--- src/rtl/ikaopll_wrseq_pkg.sv ---
// Shared state encoding, FIFO entry layout and wait-counter sizing for the
// OPLL register write sequencer.
package ikaopll_wrseq_pkg;

   localparam int ENTRY_W = 16;

   typedef enum logic [3:0] {
      ST_IDLE,
      ST_A_SETUP,
      ST_A_STROBE,
      ST_A_HOLD,
      ST_A_WAIT,
      ST_D_SETUP,
      ST_D_STROBE,
      ST_D_HOLD,
      ST_D_WAIT
   } wrseq_state_e;

   typedef struct packed {
      logic [7:0] addr;
      logic [7:0] data;
   } wr_entry_t;

   // Wide enough to hold the largest value ever loaded into the wait counter.
   function automatic int cnt_width(input int wr_pulse, input int addr_wait, input int data_wait);
      int m;
      m = wr_pulse;
      if (addr_wait > m) m = addr_wait;
      if (data_wait > m) m = data_wait;
      return (m < 2) ? 1 : $clog2(m + 1);
   endfunction

endpackage

--- src/rtl/ikaopll_wrseq_fifo.sv ---
// Synchronous 2^N-entry FIFO; pop data is the head entry, readable before the pop.
// Latency: pushed entry visible one clock later; backpressure: push ignored while full.
module ikaopll_wrseq_fifo #(
   parameter int DEPTH_LOG2 = 2,
   parameter int W          = 16
) (
   input  logic                  clk,
   input  logic                  rst,
   input  logic                  push,
   input  logic [W-1:0]          push_dat,
   input  logic                  pop,
   output logic [W-1:0]          pop_dat,
   output logic                  full,
   output logic                  empty,
   output logic [DEPTH_LOG2:0]   level
);

   localparam int DEPTH = 1 << DEPTH_LOG2;

   logic [W-1:0]            mem [DEPTH];
   logic [DEPTH_LOG2-1:0]   wr_ptr;
   logic [DEPTH_LOG2-1:0]   rd_ptr;
   logic                    do_push;
   logic                    do_pop;

   // Level never exceeds DEPTH, so its MSB alone marks full.
   assign full    = level[DEPTH_LOG2];
   assign empty   = (level == '0);
   assign do_push = push & ~full;
   assign do_pop  = pop & ~empty;
   assign pop_dat = mem[rd_ptr];

   always_ff @(posedge clk or posedge rst) begin
      if (rst) begin
         wr_ptr <= '0;
         rd_ptr <= '0;
         level  <= '0;
      end else begin
         if (do_push) wr_ptr <= wr_ptr + 1'b1;
         if (do_pop)  rd_ptr <= rd_ptr + 1'b1;
         level <= level + {{DEPTH_LOG2{1'b0}}, do_push} - {{DEPTH_LOG2{1'b0}}, do_pop};
      end
   end

   always_ff @(posedge clk) begin
      if (do_push) mem[wr_ptr] <= push_dat;
   end

endmodule

--- src/rtl/ikaopll_wrseq.sv ---
// Replays buffered (addr, data) writes onto the OPLL bus as address then data cycles.
// Latency: pop one clock after push, CS_n one clock after pop; backpressure: READY low while FIFO full.
module ikaopll_wrseq
   import ikaopll_wrseq_pkg::*;
#(
   parameter int FIFO_DEPTH_LOG2 = 2,
   parameter int WR_PULSE        = 2,
   parameter int ADDR_WAIT       = 12,
   parameter int DATA_WAIT       = 84
) (
   input  logic                     i_EMUCLK,
   input  logic                     i_RST,
   input  logic                     i_phiM_PCEN_n,
   input  logic [7:0]               i_REG_ADDR,
   input  logic [7:0]               i_REG_DATA,
   input  logic                     i_REG_VALID,
   output logic                     o_REG_READY,
   output logic [FIFO_DEPTH_LOG2:0] o_LEVEL,
   output logic                     o_BUSY,
   output logic                     o_CS_n,
   output logic                     o_WR_n,
   output logic                     o_A0,
   output logic [7:0]               o_D
);

   localparam int CW = cnt_width(WR_PULSE, ADDR_WAIT, DATA_WAIT);
   localparam logic [CW-1:0] LD_ONE   = CW'(1);
   localparam logic [CW-1:0] LD_PULSE = CW'(WR_PULSE);
   localparam logic [CW-1:0] LD_AWAIT = CW'(ADDR_WAIT - 1);
   localparam logic [CW-1:0] LD_DWAIT = CW'(DATA_WAIT - 1);

   wrseq_state_e  state;
   logic [CW-1:0] cnt;
   wr_entry_t     held;
   wr_entry_t     fifo_dat;
   logic          full;
   logic          empty;
   logic          push;
   logic          pop;
   logic          en;
   logic          cnt_done;

   assign o_REG_READY = ~full & ~i_RST;
   assign push        = i_REG_VALID & o_REG_READY;
   assign pop         = (state == ST_IDLE) & ~empty;
   assign en          = ~i_phiM_PCEN_n;
   assign cnt_done    = en & (cnt == LD_ONE);

   ikaopll_wrseq_fifo #(
      .DEPTH_LOG2 (FIFO_DEPTH_LOG2),
      .W          (ENTRY_W)
   ) u_fifo (
      .clk      (i_EMUCLK),
      .rst      (i_RST),
      .push     (push),
      .push_dat ({i_REG_ADDR, i_REG_DATA}),
      .pop      (pop),
      .pop_dat  (fifo_dat),
      .full     (full),
      .empty    (empty),
      .level    (o_LEVEL)
   );

   always_ff @(posedge i_EMUCLK or posedge i_RST) begin
      if (i_RST) begin
         state  <= ST_IDLE;
         cnt    <= '0;
         held   <= '0;
         o_CS_n <= 1'b1;
         o_WR_n <= 1'b1;
         o_A0   <= 1'b0;
         o_D    <= '0;
         o_BUSY <= 1'b0;
      end else begin
         if (en && state != ST_IDLE) cnt <= cnt - 1'b1;
         case (state)
            ST_IDLE:     if (!empty)   begin held <= fifo_dat; state <= ST_A_SETUP; cnt <= LD_ONE; end
            ST_A_SETUP:  if (cnt_done) begin state <= ST_A_STROBE; cnt <= LD_PULSE; end
            ST_A_STROBE: if (cnt_done) begin state <= ST_A_HOLD;   cnt <= LD_ONE;   end
            ST_A_HOLD:   if (cnt_done) begin state <= ST_A_WAIT;   cnt <= LD_AWAIT; end
            ST_A_WAIT:   if (cnt_done) begin state <= ST_D_SETUP;  cnt <= LD_ONE;   end
            ST_D_SETUP:  if (cnt_done) begin state <= ST_D_STROBE; cnt <= LD_PULSE; end
            ST_D_STROBE: if (cnt_done) begin state <= ST_D_HOLD;   cnt <= LD_ONE;   end
            ST_D_HOLD:   if (cnt_done) begin state <= ST_D_WAIT;   cnt <= LD_DWAIT; end
            ST_D_WAIT:   if (cnt_done) state <= ST_IDLE;
            default:     state <= ST_IDLE;
         endcase

         // Bus pins are registered from the current state, so they trail it by one clock.
         case (state)
            ST_A_SETUP, ST_A_HOLD: begin o_CS_n <= 1'b0; o_WR_n <= 1'b1; o_A0 <= 1'b0; o_D <= held.addr; end
            ST_A_STROBE:           begin o_CS_n <= 1'b0; o_WR_n <= 1'b0; o_A0 <= 1'b0; o_D <= held.addr; end
            ST_D_SETUP, ST_D_HOLD: begin o_CS_n <= 1'b0; o_WR_n <= 1'b1; o_A0 <= 1'b1; o_D <= held.data; end
            ST_D_STROBE:           begin o_CS_n <= 1'b0; o_WR_n <= 1'b0; o_A0 <= 1'b1; o_D <= held.data; end
            default:               begin o_CS_n <= 1'b1; o_WR_n <= 1'b1; end
         endcase

         o_BUSY <= !empty || push || !(state == ST_IDLE || (state == ST_D_WAIT && cnt_done));
      end
   end

endmodule
--- config.mk ---
export PLATFORM = sky130hd
export DESIGN_NAME = ikaopll_wrseq
export DESIGN_NICKNAME = d
export VERILOG_FILES = /design/src/rtl/ikaopll_wrseq_pkg.sv /design/src/rtl/ikaopll_wrseq_fifo.sv /design/src/rtl/ikaopll_wrseq.sv
export SDC_FILE = /design/constraint.sdc
export NUM_CORES = 1
export LEC_CHECK = 0
export CORE_MARGIN = 3
export CORE_UTILIZATION = 58
export DETAILED_ROUTE_END_ITERATION = 10
export GPL_TIMING_DRIVEN = 0
export HOLD_SLACK_MARGIN = 0.05
export PLACE_DENSITY = 0.89
export SYNTH_ARGS = -nofsm -noshare
export SYNTH_HDL_FRONTEND = slang
export SYNTH_SLANG_ARGS = --single-unit
--- constraint.sdc ---
create_clock -name i_EMUCLK -period 2.8 [get_ports i_EMUCLK]
set_input_delay 0.56 -clock i_EMUCLK [delete_from_list [all_inputs] [get_ports i_EMUCLK]]
set_output_delay 0.56 -clock i_EMUCLK [all_outputs]
set_load 0.05 [all_outputs]
== Word-level counts from Yosys, hierarchy flattened ==
Memories as Yosys holds them, arrays and structs flattened. A register that Yosys moved wholly into a read port is not among the register bits.
Cells that the tools add are included.
Storage, ports and cells
  logic and storage cells: 86
  memories: 1
  bits in registers: 30
  RAM bits: 64
  output and inout bits: 16
Memories
  u_fifo.mem: words 4, bits a word 16, rd ports 1, clocked after Yosys merged registers in 1, wr ports 1, line ikaopll_wrseq_fifo.sv:20  | logic [W-1:0] mem [DEPTH];
Cells by class
  eq/ne operators: 18
  add/sub/neg operators: 5
  reduce and logical (&&, ||, !) cells: 19
  multiplexer cells: 23
  bitwise gates (word level): 10
Operators by type and width (number)
  7-bit 2-to-1 mux: 6
  4-bit 2-to-1 mux: 9
  4-bit one-hot mux with 9 select lines: 1
  7-bit one-hot mux with 5 select lines: 1
  2-bit inequality test (second input constant): 9
  4-bit by 3-bit equality test with 1-bit output (second input constant): 4
  8-bit one-hot mux with 2 select lines: 1
  9-bit AND reduction: 1
  3-bit OR reduction: 3
  4-bit by 2-bit equality test with 1-bit output (second input constant): 2
  7-bit by 1-bit equality test with 1-bit output (second input constant): 1
  7-bit by 1-bit subtractor with 7-bit output (second input constant): 1
  1-bit bitwise AND: 6
  6-bit OR reduction: 1
  2-bit by 1-bit adder with 2-bit output (second input constant): 2
  4-bit by 1-bit equality test with 1-bit output (second input constant): 1
  4-bit equality test (second input constant): 1
  4-bit zero test: 1
  1-bit 2-to-1 mux: 4
  1-bit NOT: 4
  4-bit nonzero test: 1
  2-bit OR reduction: 2
  3-bit by 1-bit adder with 3-bit output: 1
  3-bit zero test: 1
  7 further kinds: 11

== Logic depth before layout (Yosys ltp) ==
Gate-level depths: netlist of run 1.
  word-level depth: 6
  depth in mapped cells: 11
  gate-level depth less buffers: 8

== Modules after synthesis ==
From an unflattened synthesis of run 1, not the netlist that was laid out.
Unflattened totals
  cell total of the unflattened synthesis: 279
  area total of the unflattened synthesis: 4687.0 µm²
By module, submodules not included
  ikaopll_wrseq_fifo: sequential area each 2097.0 µm², cells each 121, times used 1, area each 2768.9 µm²
  ikaopll_wrseq: sequential area each 978.4 µm², cells each 158, times used 1, area each 1918.1 µm²

== Worst setup path before layout of run 1 ==
OpenSTA, ideal clock, no wires.
  kind: flip-flop to flip-flop
  start point: reg u_fifo.level[0]
  end point: reg u_fifo.level[2]
  arrival time: 2.533 ns
  clock period less this slack: 2.657 ns
  required time: 2.676 ns
  buffers on the path: 1
  cell stages (with the launch flop): 10
  path slack: 0.143 ns
  cell sequence: dfrtp_1 nor3_1 nor2_8 buf_8 ha_1 inv_1 ha_1 fa_1 xor2_1 xnor2_1
Between the ends
  cells in the longest elaborated chain, start to end: 5
  elaborated cells on any way between the ends: 6
  classes of those cells: 2 x add/sub; 3 x bitwise; 1 x reduce/logical
RTL lines
  start, declared: line ikaopll_wrseq_fifo.sv:15  | output logic [DEPTH_LOG2:0] level
  start signal, assigned: line ikaopll_wrseq_fifo.sv:41  | level <= level + {{DEPTH_LOG2{1'b0}}, do_push} - {{DEPTH_LOG2{1'b0}}, do_pop};
  3-bit zero test: line ikaopll_wrseq_fifo.sv:28  | assign empty = (level == '0);
  1-bit NOT (no source line)
  1-bit bitwise AND: line ikaopll_wrseq.sv:45  | assign pop = (state == ST_IDLE) & ~empty;
  via pop: line ikaopll_wrseq.sv:39  | logic pop;
  1-bit bitwise AND: line ikaopll_wrseq_fifo.sv:30  | assign do_pop = pop & ~empty;
  3-bit by 1-bit subtractor with 3-bit output: line ikaopll_wrseq_fifo.sv:41
The timed path passes the listed nets, and every way through them passes these cells.
A chain may end at the register's enable or synchronous reset.

== Worst setup path in the final report of run 1 ==
  start point: reg state[2]
  end point: reg u_fifo.level[2]
Between the ends
  cells in the longest elaborated chain, start to end: 4
RTL lines
  start, declared: line ikaopll_wrseq.sv:32  | wrseq_state_e state;
  start signal, assigned: line ikaopll_wrseq.sv:66  | state <= ST_IDLE;
  start signal, assigned: line ikaopll_wrseq.sv:77  | ST_IDLE: if (!empty) begin held <= fifo_dat; state <= ST_A_SETUP; cnt <= LD_ONE; end
  start signal, assigned: line ikaopll_wrseq.sv:78  | ST_A_SETUP: if (cnt_done) begin state <= ST_A_STROBE; cnt <= LD_PULSE; end
  4-bit zero test: line ikaopll_wrseq.sv:45
  1-bit bitwise AND: line ikaopll_wrseq.sv:45
  via pop: line ikaopll_wrseq.sv:39
  1-bit bitwise AND: line ikaopll_wrseq_fifo.sv:30
  3-bit by 1-bit subtractor with 3-bit output: line ikaopll_wrseq_fifo.sv:41
The timed path passes the listed nets, and every way through them passes these cells.

==> flow_summary_export.csv, run 1 <==
group,metric,value,unit
sta,worst_slack,99.8,ps
global_route,grtUsageTotal,19.6,%
synthesis,synth_top_cell_by_area,"edfxtp_1",
synthesis,synth_nets,313,
critical_path,r2r_setup_slack,100,ps
floorplan,dieArea,8970,um2
finish,fillCellCount,484,
global_route,antenna_found_initial,0,
power_and_ir_drop,p_clk_share,17.8,%
floorplan,rows,31,
power_and_ir_drop,comb_power_share,35.7,%
floorplan,fp.dieW,94.7,um
finish,stdcell_count,435,
finish,multi_input_area,1360,um2
finish,final-seq-area,3080,um2
synthesis,synth_cells,284,
synthesis,synth-async-reset-ratio,41.8,%
placement,pre_cts_slack,92.2,ps
power_and_ir_drop,p_int,0.00323,W
synthesis,synth_common_cells,"64 x edfxtp_1, 44 x dfrtp_1, 16 x mux4_2, 16 x nand2_1, 13 x o21ai_0",
synthesis,synth_top_area_share,42.1,%
clock_tree,insertion_delay,360,ps
clock_tree,numCtsBuffers,9,
synthesis,avgSynthCellArea,16.1,um2
clock_tree,h-tree-depth,3,
power_and_ir_drop,power_density,958,nW/um2
min_path,min_path_type,"primary input to async pin",
finish,nets,360,
clock_tree,clock_sinks,110,
sta,setup_violations,0,
power_and_ir_drop,leakagePower,1.92,nW
global_route,grt_max_degree,35,
power_and_ir_drop,pwr-share-seq,46.5,%
sta,fin_crit_sh,96.4,%
synthesis,yosys_warnings,0,
detailed_routing,num_vias,2493,
power_and_ir_drop,irDropWorstVdd,506,uV
synthesis,synth_area_leaders,"edfxtp_1 42%, dfrtp_1 24%, mux4_2 7.9%",
synthesis,synth.most_common_cell,"edfxtp_1",
clock_tree,post-cts-setup-buffers,0,
critical_path,arrival,2950,ps
power_and_ir_drop,switching_share,35.6,%
placement,placed_cells,419,
critical_path,critPathCaptureType,"flip-flop",
placement,io_buffers,35,
finish,area_growth,14.9,%
power_and_ir_drop,power,0.00502,W
sta,tns,0,ps
synthesis,synth_ff_type,"edfxtp_1",
placement,gp_congestion,0.782,
critical_path,required,3050,ps
detailed_routing,viasPerCell,5.73,
critical_path,worstRegToRegCells,11,
placement,place_hpwl,5.44,mm
clock_tree,hold_buffers,0,
run_status,status,"complete, no violations",
critical_path,timing.rr.end,"u_fifo.level[2]",
detailed_routing,drt-initial-drc-count,156,
sta,fin_skew,8.16,ps
flow_run,max-cap-violations,0,
clock_tree,clk_pin_slew,100,ps
clock_tree,cts_resized,0,
clock_tree,cts_root_buffer,"clkbuf_8",
critical_path,critical_path_class,"flip-flop to flip-flop",
critical_path,startpoint_type,"flip-flop",
detailed_routing,drc_errors,0,
clock_tree,max-clock-path-buffers,2,
power_and_ir_drop,switchingPower,0.00179,W
finish,antennaDiodeCount,0,
floorplan,start_util,61.3,%
sta,rsz0062_at_grt,"no",
synthesis,synth_area,4570,um2
sta,drv_slew,0,
sta,max_freq,370,MHz
global_route,grt-ovfl-total,0,
critical_path,crit_path_max_fanout,10,
finish,final_layout_size_suffix_gt1_share,18.5,%
detailed_routing,ant_nets,0,
clock_tree,cts_tree,"done",
floorplan,num_io_pins,36,
sta,final-hold-violation-count,0,
synthesis,seq_area_frac_synth,67.3,%
synthesis,synth_edf_count,64,
global_route,grt_pass1_wl,12.9,mm
synthesis,ys_ff_latch,110,
floorplan,die_h,94.7,um
floorplan,core,7450,um2
detailed_routing,drtPass1Iterations,4,
detailed_routing,routedWlPerCell,18.0,um
global_route,grt_pass1_vias,2584,
sta,worst_pin_slew,926,ps
detailed_routing,drt-total-wl,7.84,mm
sta,relSlewSlack,38.3,%
sta,fin_crit,2700,ps
critical_path,rr_startpoint,"state[2]",
synthesis,yosysUniqueCellTypes,51,
-- power groups by stage --
stage | combinational [W] | sequential [W] | clock, W
6_report | 0.00179 | 0.00233 | 0.000895
5_1_grt | 0.00195 | 0.00237 | 0.000992
4_1_cts | 0.00181 | 0.00233 | 0.000914
3_5_place_dp | 0.00181 | 0.00237 | 0
3_3_place_gp | 0.00175 | 0.00234 | 0
2_1_floorplan | 0.00106 | 0.00259 | 0
-- worst max-delay path, cell delays in order, from the launching register on --
cell and delay, ps:
dfrtp_1 380, buf_2 160, or4_4 530, buf_6 150
nor2_8 190, buf_8 180, ha_1 120, inv_1 40
ha_1 180, fa_1 370, xor2_1 160, xnor2_1 120
-- cells by family after synthesis --
family,share of synthesized area (%)
XOR/XNOR,2.27
multiplexers,13.8
adder cells (fa/ha/maj),2.63
buffers and inverters,2.79
flip-flops,67.3
AO/OA/AOI/OAI,4.03
AND/OR/NAND/NOR,7.10
-- state kept, by name (all words and copies together), names as in the netlist --
signal	count
o_BUSY	1
o_WR_n	1
u_fifo.level	3
u_fifo.wr_ptr	2
o_CS_n	1
u_fifo.mem	64
u_fifo.rd_ptr	2
o_D	8
state	4
cnt	7
held	16
o_A0	1
-- stage by stage --
step,hold slack [ps],instance area [um2],util (%)
2_1_floorplan,457,4570,-
3_3_place_gp,466,5040,67.7
3_5_place_dp,480,5060,68.0
4_1_cts,467,5250,70.4
5_1_grt,477,5250,70.4
6_report,476,5250,70.4
-- final cells by class --
class,instances,area share (%)
multi-input cells,148,26.0
well taps,99,2.36
flip-flops and latches,110,58.6
plain buffers,15,1.65
clock buffers,10,2.43
inverters,11,0.787
clock inverters,6,1.10
repair buffers,36,7.06
-- per-layer routing --
metal	routed length [um]	global-route usage, %	vias to the layer above	share of wire [%]
met3	472	5.18	15	6.0
met2	4040	32.6	75	51
met1	3180	24.9	1248	40
met5	0	0	-	0
li1	-	-	1155	-
met4	157	6.97	0	2.0
-- layout by cell type (no fill, tap or decap), types with 2 or more instances in the layout --
cell type and instances:
mux4_2 16, xnor2_1 6, clkbuf_1 6, dfrtp_1 44, ha_1 8, clkdlybuf4s50_1 35, mux2_2 10, edfxtp_1 64
nand2_1 16, mux2i_1 8, buf_2 6, inv_8 2, clkbuf_8 9, dfstp_2 2, nor4_1 3, nor3_1 6
nor2_1 9, or3_1 4, and3_1 6, inv_1 10, nand3_1 2, mux2_1 7, o21ai_0 13, a21oi_1 5
xor2_1 4, inv_6 3
-- worst max path at each step --
stage	start	end	slack (ps)	cells after the start
2_1_floorplan	u_fifo.level[0]	u_fifo.level[2]	140	9
3_3_place_gp	state[2]	u_fifo.level[2]	100	11
3_5_place_dp	state[2]	u_fifo.level[2]	90	11
4_1_cts	state[2]	u_fifo.level[2]	60	11
5_1_grt	state[2]	u_fifo.level[2]	1	11
6_report	state[2]	u_fifo.level[2]	100	11
No activity file was read; power rests on OpenSTA's default activity.
==> run 2, diff against run 1 <==
CORE_ASPECT_RATIO = 2   (was unset)
==> flow_summary_export.csv, run 2 (synthesis results as in run 1) <==
group,metric,value,unit
power_and_ir_drop,power,0.00526,W
finish,largest_register,"u_fifo.mem",
sta,drv_slew,0,
clock_tree,cts_root_buffer,"clkbuf_16",
detailed_routing,drc_errors,0,
clock_tree,clk_pin_slew,70,ps
floorplan,fp.dieW,68.7,um
clock_tree,clock_sinks,110,
placement,gp_congestion,0.765,
clock_tree,hold_buffers,0,
sta,whs,451,ps
clock_tree,cts_tree,"done",
detailed_routing,routedWlPerCell,18.7,um
floorplan,num_io_pins,36,
placement,place_hpwl,5.79,mm
critical_path,arrival,2120,ps
critical_path,crit_path_max_fanout,6,
clock_tree,insertion_delay,340,ps
min_path,min_path_type,"primary input to async pin",
critical_path,rr_startpoint,"state[2]",
flow_run,max-cap-violations,0,
finish,antennaDiodeCount,0,
global_route,grtUsageTotal,20.1,%
global_route,antenna_found_initial,0,
sta,max_freq,373,MHz
finish,fillCellCount,488,
clock_tree,numCtsBuffers,9,
sta,relSlewSlack,43.3,%
floorplan,die_h,131,um
finish,final_layout_size_suffix_gt1_share,17.8,%
critical_path,r2r_setup_slack,190,ps
floorplan,start_util,60.1,%
floorplan,rows,45,
clock_tree,h-tree-depth,3,
critical_path,required,2240,ps
power_and_ir_drop,power_density,989,nW/um2
power_and_ir_drop,leakagePower,1.96,nW
finish,layout_commonest_cell,"edfxtp_1",
detailed_routing,num_vias,2488,
sta,tns,0,ps
finish,nets,361,
sta,final-hold-violation-count,0,
clock_tree,cts_resized,0,
floorplan,core,7600,um2
global_route,grt_pass1_wl,13.1,mm
critical_path,crit_end,"o_REG_READY",
sta,fin_crit_sh,95.9,%
finish,reg.largest.list,"u_fifo.mem: 64 flops, held: 16 flops, o_D: 8 flops",
clock_tree,post-cts-setup-buffers,0,
finish,largest_reg_flops,64,
sta,rsz0062_at_grt,"no",
power_and_ir_drop,irDropWorstVdd,761,uV
placement,io_buffers,35,
finish,area_growth,16.5,%
detailed_routing,drt-initial-drc-count,178,
sta,fin_crit,2680,ps
critical_path,critPathCaptureType,"output pin",
critical_path,timing.rr.end,"u_fifo.level[2]",
critical_path,crit_start,"i_RST",
sta,fin_skew,6.88,ps
clock_tree,max-clock-path-buffers,2,
global_route,grt_max_degree,42,
detailed_routing,ant_nets,0,
critical_path,startpoint_type,"primary input",
global_route,grt_pass1_vias,2638,
critical_path,worstRegToRegCells,11,
finish,final_cell_mix,"64 x edfxtp_1, 44 x dfrtp_1, 35 x clkdlybuf4s50_1, 16 x nand2_1, 16 x mux4_2",
sta,setup_violations,0,
run_status,status,"complete, no violations",
detailed_routing,drt-total-wl,8.06,mm
global_route,grt-ovfl-total,0,
sta,worst_pin_slew,850,ps
floorplan,dieArea,9040,um2
detailed_routing,drtPass1Iterations,4,
detailed_routing,viasPerCell,5.77,
critical_path,critical_path_class,"primary input to output pin",
-- run 2: per-layer routing --
| metal | up-vias | GRT usage [%] | wire, um |
|---|---|---|---|
| met5 | - | 0 | 0 |
| met4 | 0 | 11.0 | 309 |
| met3 | 27 | 4.02 | 243 |
| met2 | 59 | 35.3 | 4690 |
| met1 | 1250 | 21.2 | 2820 |
| li1 | 1152 | - | - |
-- run 2: worst min-delay path by stage --
stage,start,endpoint
3_5_place_dp,o_D[7],o_D[7]
3_3_place_gp,held[14],held[14]
4_1_cts,i_RST,u_fifo.level[1]
6_report,i_RST,o_BUSY
5_1_grt,i_RST,o_BUSY
2_1_floorplan,held[13],held[13]
-- run 2: power breakdown --
group	switching [W]	internal [W]	total (W)
logic	0.00101	0.000792	0.00181
registers	0.000246	0.00210	0.00235
clock network	0.000516	0.000590	0.00111
total	0.00178	0.00349	0.00526
-- run 2: metrics by stage --
stage	setup slack [ps]	utilization, %	area [um2]	std cells
floorplan	143	-	4570	284
global placement	110	66.2	5030	413
detailed placement	45.2	66.5	5050	414
CTS	28.3	69.9	5310	430
global route	61.3	70.0	5320	431
finish	116	70.0	5320	431
-- run 2: layout make-up --
cell class | count | area, um2 | share of cell area [%]
Sequential cell | 110 | 3080 | 57.8
Multi-Input combinational cell | 148 | 1360 | 25.6
Timing Repair Buffer | 37 | 378 | 7.10
Clock buffer | 10 | 229 | 4.30
Tap cell | 94 | 118 | 2.21
Buffer | 15 | 86.3 | 1.62
Inverter | 11 | 41.3 | 0.776
Clock inverter | 6 | 28.8 | 0.541
-- run 2: worst max-delay path, cell delays in order --
cell,delay [ps]
clkdlybuf4s50_1,430
nor2_1,270
clkdlybuf4s50_1,870
==> run 3, diff against run 2 <==
GPL_TIMING_DRIVEN = unset   (was 0)
==> flow_summary_export.csv, run 3 (synthesis results as in run 1) <==
group,metric,value,unit
run_status,status,"complete, no violations",
critical_path,worstRegToRegCells,8,
detailed_routing,viasPerCell,5.81,
critical_path,critPathCaptureType,"flip-flop",
sta,drv_slew,0,
placement,placed_cells,410,
clock_tree,clk_pin_slew,70,ps
detailed_routing,drt-initial-drc-count,219,
sta,fin_crit,2410,ps
clock_tree,cts_tree,"done",
finish,largest_reg_flops,64,
floorplan,rows,45,
finish,largest_register,"u_fifo.mem",
critical_path,startpoint_type,"flip-flop",
finish,stdcell_count,426,
detailed_routing,ant_nets,0,
floorplan,fp.dieW,68.7,um
sta,max_freq,416,MHz
finish,nets,356,
detailed_routing,num_vias,2476,
sta,tns,0,ps
floorplan,num_io_pins,36,
finish,final_layout_size_suffix_gt1_share,18.7,%
clock_tree,hold_buffers,0,
finish,reg.largest.list,"u_fifo.mem: 64 flops, held: 16 flops, o_D: 8 flops",
placement,place_area,5050,um2
placement,gp_congestion,0.803,
critical_path,arrival,2670,ps
detailed_routing,routedWlPerCell,18.2,um
sta,fin_skew,5.11,ps
finish,layout_commonest_cell,"edfxtp_1",
floorplan,die_h,131,um
detailed_routing,drtPass1Iterations,4,
global_route,antenna_found_initial,0,
min_path,hold_path_depth,2,
global_route,grt_max_degree,47,
finish,final_cell_mix,"64 x edfxtp_1, 44 x dfrtp_1, 34 x clkdlybuf4s50_1, 16 x nand2_1, 16 x mux4_2",
finish,area_growth,16.9,%
floorplan,core,7600,um2
clock_tree,h-tree-depth,3,
min_path,min_path_type,"flip-flop to flip-flop",
placement,pre_cts_slack,426,ps
placement,place_hpwl,5.44,mm
power_and_ir_drop,leakagePower,1.97,nW
critical_path,required,3070,ps
power_and_ir_drop,power_density,1010,nW/um2
power_and_ir_drop,irDropWorstVdd,685,uV
finish,design_area,5340,um2
critical_path,critical_path_class,"flip-flop to flip-flop",
flow_run,max-cap-violations,0,
sta,worst_pin_slew,829,ps
clock_tree,clock_sinks,110,
floorplan,start_util,60.1,%
placement,io_buffers,35,
global_route,grt_pass1_vias,2596,
global_route,grtUsageTotal,19.6,%
critical_path,crit_path_max_fanout,11,
clock_tree,post-cts-setup-buffers,0,
floorplan,dieArea,9040,um2
sta,fin_crit_sh,85.9,%
sta,whs,481,ps
clock_tree,cts_root_buffer,"clkbuf_16",
clock_tree,max-clock-path-buffers,2,
sta,worst_slack,394,ps
sta,final-hold-violation-count,0,
global_route,grt-ovfl-total,0,
finish,antennaDiodeCount,0,
clock_tree,insertion_delay,340,ps
sta,relSlewSlack,44.7,%
sta,setup_violations,0,
clock_tree,cts_resized,0,
clock_tree,numCtsBuffers,9,
global_route,grt_pass1_wl,12.8,mm
sta,rsz0062_at_grt,"no",
detailed_routing,drt-total-wl,7.76,mm
detailed_routing,drc_errors,0,
run 3: worst max-delay path, stage by stage (launching register included):
cell	delay (ps)
dfrtp_1	490
or4_4	630
nor2_8	130
ha_1	120
inv_1	40
ha_1	180
fa_1	390
xor2_1	210
xnor2_1	140
run 3: layout make-up:
class	count	area (um2)
tap	94	118
sequential	110	3080
timing repair buffer	47	450
inverter	11	41.3
multi-input combinational	148	1360
clock inverter	5	58.8
clock buffer	11	233
fill	490	2260
run 3: layer usage:
metal,vias to the layer above,part of all wire (%),track usage (%),routed length [um]
met5,-,0,0,0
met1,1269,38,22.8,2970
met4,0,3.0,9.01,230
met3,16,2.7,4.28,210
li1,1147,-,-,-
met2,44,56,33.1,4350
run 3: final timing paths:
kind                               start         endpoint  slack (ps)
worst min-delay path              o_D[3]           o_D[3]         480
worst max-delay path            state[0]  u_fifo.level[2]         390
worst min register to register    o_D[3]           o_D[3]         480
min in group asynchronous          i_RST  u_fifo.level[2]         690
worst max register to register  state[0]  u_fifo.level[2]         390
max in group asynchronous          i_RST           cnt[0]        1700
run 3: power breakdown:
group          leakage, nW  total, W  switching, W  internal [W]
combinational        0.720   0.00175      0.000951      0.000800
clock                0.138   0.00122      0.000530      0.000695
sequential            1.11   0.00242      0.000316       0.00210
run 3: per-stage QoR:
step	total power, W	util [%]
detailed placement	0.00421	66.4
CTS	0.00545	70.3
global route	0.00569	70.3
floorplan	0.00364	-
global placement	0.00412	66.4
finish	0.00539	70.3
